## src/rtl/warp_ibuffer_pkg.sv

```systemverilog
// Shared configuration and derived widths for the warp instruction buffer.
package warp_ibuffer_pkg;

  localparam int unsigned NUM_WARPS = 4;
  localparam int unsigned DEPTH     = 4;
  localparam int unsigned DATAW     = 64;

  localparam int unsigned NW_BITS  = $clog2(NUM_WARPS);
  localparam int unsigned CNT_BITS = $clog2(DEPTH + 1);
  localparam int unsigned PTR_BITS = $clog2(DEPTH);

endpackage

```

## src/rtl/warp_rr_arbiter.sv

```systemverilog
// Round-robin pick of one requesting warp, searching upward from rr_ptr with wrap.
module warp_rr_arbiter
  import warp_ibuffer_pkg::*;
(
  input  logic [NUM_WARPS-1:0] req,
  input  logic [NW_BITS-1:0]   rr_ptr,
  output logic [NUM_WARPS-1:0] grant_c,
  output logic [NW_BITS-1:0]   grant_idx_c,
  output logic                 grant_any_c
);

  logic                 found;
  logic [NUM_WARPS-1:0] grant;
  logic [NW_BITS-1:0]   idx;
  int unsigned          k;

  always_comb begin
    found = 1'b0;
    grant = '0;
    idx   = '0;
    k     = 0;
    for (int i = 0; i < NUM_WARPS; i++) begin
      k = (int'(rr_ptr) + i) % NUM_WARPS;
      if (!found && req[NW_BITS'(k)]) begin
        found               = 1'b1;
        idx                 = NW_BITS'(k);
        grant[NW_BITS'(k)]  = 1'b1;
      end
    end
    grant_c     = grant;
    grant_idx_c = idx;
    grant_any_c = found;
  end

endmodule

```

## src/rtl/warp_ibuffer.sv

```systemverilog
// Per-warp instruction FIFOs feeding a round-robin arbitrated, registered valid/ready output.
module warp_ibuffer
  import warp_ibuffer_pkg::*;
(
  input  logic                 clk,
  input  logic                 reset,
  input  logic                 in_valid,
  input  logic [NW_BITS-1:0]   in_wid,
  input  logic [DATAW-1:0]     in_data,
  output logic                 in_ready,
  output logic                 out_valid,
  output logic [NW_BITS-1:0]   out_wid,
  output logic [DATAW-1:0]     out_data,
  input  logic                 out_ready,
  output logic [NUM_WARPS-1:0] ibuf_pop,
  output logic [NUM_WARPS-1:0] empty_mask,
  output logic [NUM_WARPS-1:0] full_mask
);

  logic [DATAW-1:0]    mem    [NUM_WARPS][DEPTH];
  logic [PTR_BITS-1:0] rd_ptr [NUM_WARPS];
  logic [PTR_BITS-1:0] wr_ptr [NUM_WARPS];
  logic [CNT_BITS-1:0] cnt    [NUM_WARPS];
  logic [NW_BITS-1:0]  rr_ptr;

  logic                 in_fire_c;
  logic                 load_en_c;
  logic                 deq_any_c;
  logic [NUM_WARPS-1:0] enq_c;
  logic [NUM_WARPS-1:0] deq_c;
  logic [NUM_WARPS-1:0] grant_c;
  logic [NW_BITS-1:0]   grant_idx_c;
  logic                 grant_any_c;

  // Masks come from registered counts only, so a same-cycle enqueue is never a candidate.
  always_comb begin
    empty_mask = '0;
    full_mask  = '0;
    for (int w = 0; w < NUM_WARPS; w++) begin
      empty_mask[w] = (cnt[w] == '0);
      full_mask[w]  = (cnt[w] == CNT_BITS'(DEPTH));
    end
  end

  assign in_ready  = ~full_mask[in_wid];
  assign in_fire_c = in_valid & in_ready;
  assign load_en_c = ~out_valid | out_ready;
  assign deq_any_c = load_en_c & grant_any_c;

  always_comb begin
    enq_c = '0;
    if (in_fire_c) enq_c[in_wid] = 1'b1;
    deq_c = deq_any_c ? grant_c : '0;
  end

  warp_rr_arbiter u_arb (
    .req         (~empty_mask),
    .rr_ptr      (rr_ptr),
    .grant_c     (grant_c),
    .grant_idx_c (grant_idx_c),
    .grant_any_c (grant_any_c)
  );

  // Payload storage carries no reset; validity is tracked entirely by the counts.
  always_ff @(posedge clk) begin
    if (in_fire_c) mem[in_wid][wr_ptr[in_wid]] <= in_data;
  end

  always_ff @(posedge clk or posedge reset) begin
    if (reset) begin
      for (int w = 0; w < NUM_WARPS; w++) begin
        cnt[w]    <= '0;
        rd_ptr[w] <= '0;
        wr_ptr[w] <= '0;
      end
      rr_ptr    <= '0;
      out_valid <= 1'b0;
      out_wid   <= '0;
      out_data  <= '0;
      ibuf_pop  <= '0;
    end else begin
      for (int w = 0; w < NUM_WARPS; w++) begin
        if (enq_c[w]) wr_ptr[w] <= wr_ptr[w] + PTR_BITS'(1);
        if (deq_c[w]) rd_ptr[w] <= rd_ptr[w] + PTR_BITS'(1);
        if (enq_c[w] && !deq_c[w])      cnt[w] <= cnt[w] + CNT_BITS'(1);
        else if (!enq_c[w] && deq_c[w]) cnt[w] <= cnt[w] - CNT_BITS'(1);
      end
      ibuf_pop <= deq_c;
      if (deq_any_c) begin
        out_valid <= 1'b1;
        out_wid   <= grant_idx_c;
        out_data  <= mem[grant_idx_c][rd_ptr[grant_idx_c]];
        rr_ptr    <= (grant_idx_c == NW_BITS'(NUM_WARPS - 1)) ? '0 : grant_idx_c + NW_BITS'(1);
      end else if (load_en_c) begin
        out_valid <= 1'b0;
      end
    end
  end

endmodule

```

## config.mk

```make
export PLATFORM = sky130hd
export DESIGN_NAME = warp_ibuffer
export DESIGN_NICKNAME = d
export VERILOG_FILES = /design/src/rtl/warp_ibuffer_pkg.sv /design/src/rtl/warp_rr_arbiter.sv /design/src/rtl/warp_ibuffer.sv
export SDC_FILE = /design/constraint.sdc
export NUM_CORES = 1
export LEC_CHECK = 0
export BUFFER_PORTS_ARGS = -buffer_cell sky130_fd_sc_hd__buf_2
export CORE_ASPECT_RATIO = 0.5
export CORE_MARGIN = 3
export CORE_UTILIZATION = 61
export CTS_BUF_LIST = sky130_fd_sc_hd__clkbuf_8
export DETAILED_ROUTE_END_ITERATION = 7
export GPL_TIMING_DRIVEN = 0
export PLACE_DENSITY = 0.85
export SLEW_MARGIN = 20
export SYNTH_ARGS = -nofsm -noshare
export SYNTH_HDL_FRONTEND = slang
export SYNTH_HIERARCHICAL = 1
export SYNTH_SLANG_ARGS = --single-unit
```

## constraint.sdc

```tcl
create_clock -name clk -period 10.3 [get_ports clk]
set_input_delay 0.515 -clock clk [delete_from_list [all_inputs] [get_ports clk]]
set_output_delay 0.515 -clock clk [all_outputs]
set_load 0.01 [all_outputs]
```

==> results.md, run 1 <==
Placed design:
- The cell count after placement is 3123.
- The HPWL after detailed placement is 68.46 mm.
- Routability-driven placement finished with a final weighted congestion of roughly 0.8.
- The placed cell area is 46350 um^2.
- The count of input and output buffers is around 150.

Global route:
- For this run, the total global-route usage over all layers was measured as 28.73%.
- The number of global-route vias before repair was 23260.
- Entering global routing, the biggest net connects 73 pins.
- The initial antenna violation count is 9.
- The first global-routing pass estimated 154.2 mm of wire.
- After global routing the overflow that remains totals 0.

Logic synthesis:
- The commonest cells after synthesis are sky130_fd_sc_hd__edfxtp_1, sky130_fd_sc_hd__mux4_2, sky130_fd_sc_hd__mux2i_1.
- The largest area contributor in the netlist is sky130_fd_sc_hd__edfxtp_1.
- Each instance of the synthesized netlist takes up on average 22.42 um^2.
- The post-synthesis instance area is 43080 um^2.
- In this run, synthesis inferred 1024 flip-flops with an integrated enable.
- The async set-or-reset flop fraction in the synthesized netlist is 8.978%.
- The share of the synthesized area in the top cell type is 71.39%.
- The sequential-to-total area share from yosys stat is approximately 77%.
- For this run, the number of Yosys warnings is 6.
- In the synthesized netlist the dominant register cell turns out to be sky130_fd_sc_hd__edfxtp_1.
- After synthesis, the cell types taking the most area are sky130_fd_sc_hd__edfxtp_1, sky130_fd_sc_hd__mux4_2, sky130_fd_sc_hd__dfrtp_1.
- The net count after synthesis is between 2000 and 2500.
- The number of distinct library cells after synthesis is between 40 and 50.
- The synthesized design contains 1125 register bits.
- In the synthesized netlist, the number of instances is 1921.
- sky130_fd_sc_hd__edfxtp_1 is the most common cell in the netlist.

Clock network:
- TritonCTS created 150 clock buffers.
- After clock tree synthesis, the repair step resized 0 gates.
- Clock tree synthesis found a total of roughly 1100 sinks.
- The clock latency at the later pin of the worst-skew pair is slightly below 0.8 ns.
- TritonCTS built the clock tree.
- The maximum number of buffers from clock root to sink is 3.
- The number of levels in the clock H-tree is 4.
- The root buffer cell is sky130_fd_sc_hd__clkbuf_8.
- The clock transition time at the flip-flop clock pins of the worst setup and hold paths is approximately 0.070 ns.
- The number of setup buffers added after CTS is 0.

Worst setup path:
- STA puts the critical path data required time at 10.86 ns.
- The startpoint of the most critical setup path is cnt[9]$_DFFE_PP0P_.
- The worst reg-to-reg setup slack is 5.11 ns.
- Data arrives at the worst endpoint at between 5 and 6 ns.
- Traced cell by cell, the critical path runs through or3_1, mux4_2, buf_6, o311ai_0, a32o_1, buf_2, clkbuf_1, clkbuf_1, mux4_2, mux2i_1, a2bb2oi_1, o21ai_0.
- The biggest fanout along the worst timing path is 10.
- The largest stage delay on the critical path is 0.81 ns.
- The worst setup path is captured at a flip-flop.
- Measured in cells, the most critical reg-to-reg path has a length of 12.
- The start-to-end type of the worst setup path is flip-flop to flip-flop.
- The worst setup path is launched from a flip-flop.
- The terminus of the critical flop-to-flop path is out_data[54]$_DFFE_PP0N_.
- The cell with the largest stage delay on the worst path is sky130_fd_sc_hd__clkbuf_1.
- The buffer and inverter count on the worst path is 4.
- The critical path ends at out_data[54]$_DFFE_PP0N_.
- The cell class contributing the biggest share of worst-path delay is buffers and inverters.
- The path length in cells of the critical path is 12.
- The origin of the critical flop-to-flop path is cnt[9]$_DFFE_PP0P_.

Cells and area:
- The net count reported at finish is 2415.
- The final standard cell count with taps included and fillers excluded is 3398.
- Of the cells placed in the final design, the portion with a size suffix greater than 1 is between 30% and 40%.
- The area growth from synthesis to final layout is 13.87%.
- The area of all placed cells without fillers is 49050 um^2.
- The filler cells instantiated in the layout total 3634.

Min path:
- The worst hold path belongs to the class input pin to flip-flop.
- The worst min-delay path startpoint is in_data[24].

STA:
- The final critical path takes up about half of the cycle.
- The worst-case headroom to the max-slew limit is 25.12%.
- The number of hold violations in the final report is 0.
- The maximum clock rate is a little under 0.2 GHz.
- Setup repair after global routing left no endpoint under its margin.
- The clock period could shrink to roughly 5.2 ns.
- Setup violations remaining at the end of the flow were counted as 0.
- The worst-case clock skew is around 0.032 ns.
- Summed over all failing endpoints, the final setup total negative slack is 0 ns.
- The max-slew violation count came to 0.
- The hold slack is ~0.12 ns.
- For the pin with the worst max-slew slack, the measured transition is 1.123 ns.

Power:
- Across the VDD grid, the largest voltage drop is 0.2892 mV.
- The analysis attributes to cell leakage a power of about 0.017 uW.
- The overall power of the completed layout is ~17000 uW.
- The total power divided by cell area is 342.3 nW/um^2.

Floorplan:
- The number of top-level pins is 150.
- The number of cell rows is 68.
- The width of the die is 381.8 um.
- The initial utilization of the core area, before any placement, comes to 62.04%.
- The area of the core is 69430 um^2.
- The die area is 74030 um^2.
- The die height is roughly 190 um.

Status:
- The flow ran to the end, and the final reports show no timing, DRC or antenna violations.

Run:
- The max-capacitance violation count is 0.

Routing:
- The detailed router finished its first iteration with 3731 violations.
- In the routed design, unresolved DRC markers number 0.
- The wire length reported by the detailed router is 104.7 mm.
- The detailed router placed 22570 vias in this run.
- The via-per-instance ratio is 6.641.
- In this run the remaining antenna-violating nets after routing total 0.
- The number of optimization iterations in the first detailed-route pass is 6.
- In the final routed layout, each cell accounts on average for 30.82 um.
[where the power goes]
group	switching [uW]	internal [uW]	total, uW
logic	4360	3710	8070
clock network	1580	1460	3040
registers	241	5440	5680
total	6180	10600	16800
[layout make-up]
cell class	count	area, um^2	area share [%]
clock buffers	165	2271	4.630
diodes	7	17.52	0.03571
clock inverters	102	402.9	0.8214
flip-flops and latches	1125	33280	67.85
inverters	17	71.32	0.1454
multi-input cells	676	9360	19.08
well taps	945	1182	2.411
repair buffers	258	1986	4.048
plain buffers	103	480.5	0.9796
[per-layer routing]
metal  routed length (um)  global-route usage [%]  vias up
li1                     -                       -     8872
met2                51460                   45.28     1908
met1                36670                   40.48    11570
met3                13610                   6.703      221
met4                 2999                   9.974        0
met5                    0                       0        -
[kinds of logic (layout without fill, tap and decap cells)]
kind of cell / Yosys count / in the layout / share of synthesized area [%]
DFF: 1125 / 1125 / 77.25
muxes: 398 / 398 / 16.92
AOI/OAI and AO/OA: 154 / 154 / 2.492
buffers and inverters: 120 / 645 / 1.261
and+or+nand+nor: 86 / 86 / 1.107
xor gates and xnor gates: 24 / 24 / 0.4880
adders and majority gates: 14 / 14 / 0.4764
other: 0 / 7 / 0
[how the worst min path moves through the flow]
| stage | endpoint | slack, ns | cells past startpoint |
|---|---|---|---|
| final | mem[2][152]$_DFFE_PP_ | 0.12 | 1 |
| after global routing | mem[3][28]$_DFFE_PP_ | 0.10 | 1 |
| after CTS | mem[3][120]$_DFFE_PP_ | 0.07 | 1 |
| after detailed placement | out_wid[0]$_DFFE_PP0N_ | 0.47 | 2 |
| after global placement | rd_ptr[1]$_DFFE_PP0P_ | 0.46 | 1 |
| after floorplan | rd_ptr[3]$_DFFE_PP0P_ | 0.44 | 1 |
[cell usage in the layout, fill, tap and decap left out, types with 5 or more instances in the layout]
| master | instances |
|---|---|
| sky130_fd_sc_hd__edfxtp_1 | 1024 |
| sky130_fd_sc_hd__mux4_2 | 261 |
| sky130_fd_sc_hd__buf_2 | 203 |
| sky130_fd_sc_hd__clkbuf_8 | 165 |
| sky130_fd_sc_hd__mux2i_1 | 129 |
| sky130_fd_sc_hd__dfrtp_1 | 101 |
| sky130_fd_sc_hd__inv_1 | 95 |
| sky130_fd_sc_hd__a2bb2oi_1 | 64 |
| sky130_fd_sc_hd__buf_4 | 60 |
| sky130_fd_sc_hd__o21ai_0 | 52 |
| sky130_fd_sc_hd__clkbuf_1 | 49 |
| sky130_fd_sc_hd__nand2_1 | 25 |
| sky130_fd_sc_hd__buf_12 | 21 |
| sky130_fd_sc_hd__o21ai_1 | 17 |
| sky130_fd_sc_hd__clkinv_1 | 16 |
| sky130_fd_sc_hd__buf_6 | 14 |
| sky130_fd_sc_hd__xnor2_1 | 12 |
| sky130_fd_sc_hd__xor2_1 | 12 |
| sky130_fd_sc_hd__ha_1 | 10 |
| sky130_fd_sc_hd__nor4_1 | 8 |
| sky130_fd_sc_hd__nor2_4 | 8 |
| sky130_fd_sc_hd__a22oi_1 | 8 |
| sky130_fd_sc_hd__diode_2 | 7 |
| sky130_fd_sc_hd__nor2_1 | 7 |
| sky130_fd_sc_hd__buf_16 | 7 |
| sky130_fd_sc_hd__nor3_2 | 6 |
| sky130_fd_sc_hd__mux2_2 | 6 |
| sky130_fd_sc_hd__nand2b_1 | 5 |
| sky130_fd_sc_hd__nand3_1 | 5 |
[what timing repair did]
action                                  CTS  global route
hold buffers                              1             0
endpoints found under the setup margin    0             0
endpoints found under the hold margin    29             0
[stage by stage]
step | setup WS [ns] | util (%)
global placement | -4.869 | 64.81
global route | 4.867 | 70.65
detailed placement | 5.232 | 66.76
finish | 5.113 | 70.65
CTS | 5.184 | 70.62
floorplan | 1.819 | -
[sequential cells by signal (all words and copies together), names as in the netlist]
name / flops
cnt: 12
ibuf_pop: 4
mem: 1024
out_data: 64
out_valid: 1
out_wid: 2
rd_ptr: 8
rr_ptr: 2
wr_ptr: 8
Note: power is estimated with default switching activity, not from simulation.
==> run 2: changes to the inputs <==
ABC_AREA = 1   (was not set)
CORE_UTILIZATION = 58   (was 61)
PLACE_DENSITY = 0.84   (was 0.85)
clock period = 4.7 ns   (was 10.3 ns; I/O delays follow)
==> results.md, run 2 <==
Worst setup path:
- The terminus of the critical flop-to-flop path was cnt[2]$_DFFE_PP0P_ (was out_data[54]$_DFFE_PP0N_).
- The endpoint required time on the critical path is 5.34 ns (was 10.86 ns).
- The start-to-end type of the worst setup path was flip-flop to flip-flop (unchanged).
- The cell count of the worst reg-to-reg path is 17 (was 12).
- The worst reg-to-reg setup slack is 0.36 ns (was 5.11 ns).
- The biggest fanout along the worst timing path is 10 (unchanged).
- The endpoint kind of the worst setup timing path is a flip-flop (unchanged).
- The origin of the critical flop-to-flop path is rr_ptr[0]$_DFFE_PP0N_ (was cnt[9]$_DFFE_PP0P_).
- The data arrival time of the critical path was 4.98 ns (was 5.74 ns).
- The critical path startpoint category is a flip-flop (unchanged).

Logic synthesis:
- The post-synthesis average cell area was 11.31 um^2 (was 22.42 um^2).
- The most numerous cell in the Yosys netlist is sky130_fd_sc_hd__nand2_1 (was sky130_fd_sc_hd__edfxtp_1).
- The largest area contributor in the netlist was sky130_fd_sc_hd__edfxtp_1 (unchanged).
- The sequential-to-total area share from yosys stat is 72.24% (was 77.25%).
- The net count after synthesis is 4156 (was 2005).
- Dominant cells by area after synthesis: sky130_fd_sc_hd__edfxtp_1, sky130_fd_sc_hd__nand2_1, sky130_fd_sc_hd__nand3_1 (was sky130_fd_sc_hd__edfxtp_1, sky130_fd_sc_hd__mux4_2, sky130_fd_sc_hd__dfrtp_1).
- The share of the synthesized area in the top cell type came to 66.75% (was 71.39%).
- The async set-or-reset flop fraction in the synthesized netlist was 8.978% (unchanged).
- The flip-flop cell with the highest count after synthesis was sky130_fd_sc_hd__edfxtp_1 (unchanged).
- The total of flip-flops plus latches after synthesis is 1125 (unchanged).
- The post-synthesis instance total is 4072 (was 1921).
- The number of distinct library cells after synthesis is 30 (was 47).
- Synth top cells by count: sky130_fd_sc_hd__nand2_1, sky130_fd_sc_hd__edfxtp_1, sky130_fd_sc_hd__nand3_1 (was sky130_fd_sc_hd__edfxtp_1, sky130_fd_sc_hd__mux4_2, sky130_fd_sc_hd__mux2i_1).
- The post-synthesis instance area is 46060 um^2 (was 43080 um^2).
- The yosys synthesis warning count is 6 (unchanged).
- The number of synthesized flops with an enable pin is 1024 (unchanged).

Floorplan:
- The die height is 205.3 um (was 193.9 um).
- The area of the core is 77920 um^2 (was 69430 um^2).
- The number of top-level pins is 150 (unchanged).
- The initial core utilization is 59.11% (was 62.04%).
- The number of cell rows is 72 (was 68).
- The die area is 83040 um^2 (was 74030 um^2).
- The width of the die came to 404.6 um (was 381.8 um).

Placed design:
- The HPWL after detailed placement is 78.72 mm (was 68.46 mm).
- The placed cell area is 49010 um^2 (was 46350 um^2).
- The count of input and output buffers came to 148 (was 147).
- The cell count after placement is 5293 (was 3123).
- The routability congestion estimate from global placement is 0.8389 (was 0.7988).

Global route:
- The pin count of the biggest net entering global routing came to 64 (was 73).
- The global-route congestion overflow total is 0 (unchanged).
- The first-pass GRT wire length is 185.2 mm (was 154.2 mm).
- The initial antenna violation count is 3 (was 9).
- The number of global-route vias before repair came to 33130 (was 23260).
- The overall routing resource usage is 29.20% (was 28.73%).

Routing:
- The mean routed wirelength per cell was 21.65 um (was 30.82 um).
- The number of nets still failing antenna checks after routing is 0 (unchanged).
- The via-per-instance ratio is 5.955 (was 6.641).
- The count of routing violations after the opening detailed-route iteration came to 4905 (was 3731).
- The number of remaining DRC errors is 0 (unchanged).
- The number of optimization iterations in the first detailed-route pass came to 7 (was 6).
- The detailed-route via count is 33590 (was 22570).
- The wire length reported by the detailed router came to 122.1 mm (was 104.7 mm).

Cells and area:
- Most frequent cells in the layout: sky130_fd_sc_hd__nand2_1, sky130_fd_sc_hd__edfxtp_1, sky130_fd_sc_hd__nand3_1 (was sky130_fd_sc_hd__edfxtp_1, sky130_fd_sc_hd__mux4_2, sky130_fd_sc_hd__buf_2).
- The filler cell count is 4911 (was 3634).
- The total area of multi-input combinational cells is 11380 um^2 (was 9360 um^2).
- The final standard cell count with taps included and fillers excluded came to 5641 (was 3398).
- The most common cell after layout, fill and taps aside is sky130_fd_sc_hd__nand2_1 (was sky130_fd_sc_hd__edfxtp_1).
- The sequential cell area is 33280 um^2 (unchanged).
- The area growth from synthesis to final layout is 13.91% (was 13.87%).
- The net count reported at finish is 4567 (was 2415).
- The number of flip-flops under the largest register name is 1024 (unchanged).
- The layout cell share with drive strength beyond 1 is 12.95% (was 31.44%).
- The area of all placed cells without fillers is 52470 um^2 (was 49050 um^2).

STA:
- The final-layout setup total negative slack is 0 ns (unchanged).
- The max-slew violation count is 0 (unchanged).
- The final period demand of the worst path is 4.345 ns (was 5.187 ns).
- RSZ-0062 raised after global routing: false (unchanged).
- The worst-case headroom to the max-slew limit was 36.82% (was 25.12%).
- The portion of the clock cycle consumed by the worst path in the final layout was 92.44% (was 50.36%).
- The number of hold violations in the final report is 0 (unchanged).
- The worst-case clock skew came to 0.03222 ns (was 0.03247 ns).
- The maximum clock rate came to 0.2302 GHz (was 0.1928 GHz).
- The slew at the pin closest to its max-slew limit came to 0.9477 ns (was 1.123 ns).
- The setup-violating endpoint count in the final report is 0 (unchanged).

Clock network:
- The maximum number of buffers from clock root to sink was 3 (unchanged).
- The number of levels in the clock H-tree came to 4 (unchanged).
- The number of clock buffers inserted by TritonCTS came to 152 (was 150).
- The TritonCTS clock tree is done (unchanged).
- The root buffer cell is sky130_fd_sc_hd__clkbuf_8 (unchanged).
- The clock latency at the later pin of the worst-skew pair is 0.78 ns (was 0.77 ns).
- The number of buffers inserted by post-CTS setup repair is 0 (unchanged).
- The number of sinks on the clock net is 1125 (unchanged).
- The clock transition time at the flip-flop clock pins of the worst setup and hold paths is 0.07 ns (about the same).

Run:
- The max-capacitance violation count was 0 (unchanged).

Status:
- Result of the run: complete, no violations (unchanged).

Min path:
- The path type of the worst min-delay path is input pin to asynchronous set/reset pin (was input pin to flip-flop).
run 2: cell count changes in the layout (fill, tap and decap cells not counted), moves of 24 or more:
cell | before | now
sky130_fd_sc_hd__a2bb2oi_1 | 64 | 0
sky130_fd_sc_hd__nand2_1 | 25 | 1864
sky130_fd_sc_hd__dlygate4sd3_1 | 1 | 72
sky130_fd_sc_hd__clkbuf_1 | 49 | 25
sky130_fd_sc_hd__nand3_1 | 5 | 664
sky130_fd_sc_hd__buf_2 | 203 | 281
sky130_fd_sc_hd__o21ai_0 | 52 | 5
sky130_fd_sc_hd__mux4_2 | 261 | 0
sky130_fd_sc_hd__mux2i_1 | 129 | 0
run 2: what timing repair did:
item	4_1_cts	5_1_grt
setup endpoints to repair	0	3
endpoints found under the hold margin	1132	0
resized for setup	0	1
hold buffers	72	0
run 2: how the worst max path moves through the flow:
stage                           from                    to  slack [ns]  cells after the start
3_3_place_gp               in_wid[1]  mem[1][50]$_DFFE_PP_       -1.86                     10
5_1_grt           cnt[4]$_DFFE_PP0P_    cnt[2]$_DFFE_PP0P_        0.17                     18
4_1_cts        rr_ptr[0]$_DFFE_PP0N_    cnt[2]$_DFFE_PP0P_        0.25                     17
6_report       rr_ptr[0]$_DFFE_PP0N_    cnt[2]$_DFFE_PP0P_        0.36                     17
3_5_place_dp   rr_ptr[0]$_DFFE_PP0N_    cnt[2]$_DFFE_PP0P_        0.28                     17
2_1_floorplan     cnt[9]$_DFFE_PP0P_   mem[1][0]$_DFFE_PP_        0.28                      9
run 2: metal layers:
layer,wire [um],global-route usage [%]
met2,57390,47.29
met3,15150,7.081
met1,43550,37.67
met5,0,0
met4,6020,13.73
run 2: cell families (layout without fill, tap and decap cells):
family	Yosys count	count (layout)	synth area share (%)
AOI/OAI and AO/OA	25	25	0.3069
xor gates and xnor gates	18	18	0.3422
adders and majority gates	14	14	0.4455
buffers and inverters	284	816	3.287
DFF	1125	1125	72.24
muxes	4	4	0.09778
other	0	1	0
and+or+nand+nor	2602	2602	23.28
run 2: stage by stage:
stage	worst slack, ns	hold WS [ns]	util [%]
detailed placement	0.2802	0.2756	62.89
finish	0.3553	0.01437	67.34
global route	0.1680	0.05349	67.34
floorplan	0.2794	0.3339	-
global placement	-1.858	0.4570	61.73
CTS	0.2493	0.01752	67.33
run 2: worst max-delay path, cell delays in order (launching register included):
cell	delay [ns]
sky130_fd_sc_hd__dfrtp_1	0.58
sky130_fd_sc_hd__inv_2	0.19
sky130_fd_sc_hd__ha_1	0.43
sky130_fd_sc_hd__inv_1	0.13
sky130_fd_sc_hd__nand2_1	0.12
sky130_fd_sc_hd__nand2_2	0.07
sky130_fd_sc_hd__nor2_4	0.13
sky130_fd_sc_hd__buf_6	0.16
sky130_fd_sc_hd__nand4_1	0.13
sky130_fd_sc_hd__nand2_2	0.46
sky130_fd_sc_hd__inv_1	0.24
sky130_fd_sc_hd__nand2_1	0.33
sky130_fd_sc_hd__ha_1	0.22
sky130_fd_sc_hd__inv_1	0.08
sky130_fd_sc_hd__fa_1	0.42
sky130_fd_sc_hd__a21oi_1	0.19
sky130_fd_sc_hd__o21ai_0	0.14
sky130_fd_sc_hd__xor2_1	0.18
run 2: layout make-up:
type	instances	share of cell area [%]
Sequential cell	1125	63.42
Clock inverter	112	0.9419
Multi-Input combinational cell	2663	21.69
Inverter	55	0.4125
Tap cell	1036	2.470
Clock buffer	163	4.275
Timing Repair Buffer	257	4.297
Antenna cell	1	0.004769
Buffer	229	2.492
Power of run 2 is left out: the tool's default activity adds up to more than one toggle a clock period on the data nets, which glitch-free logic cannot reach.
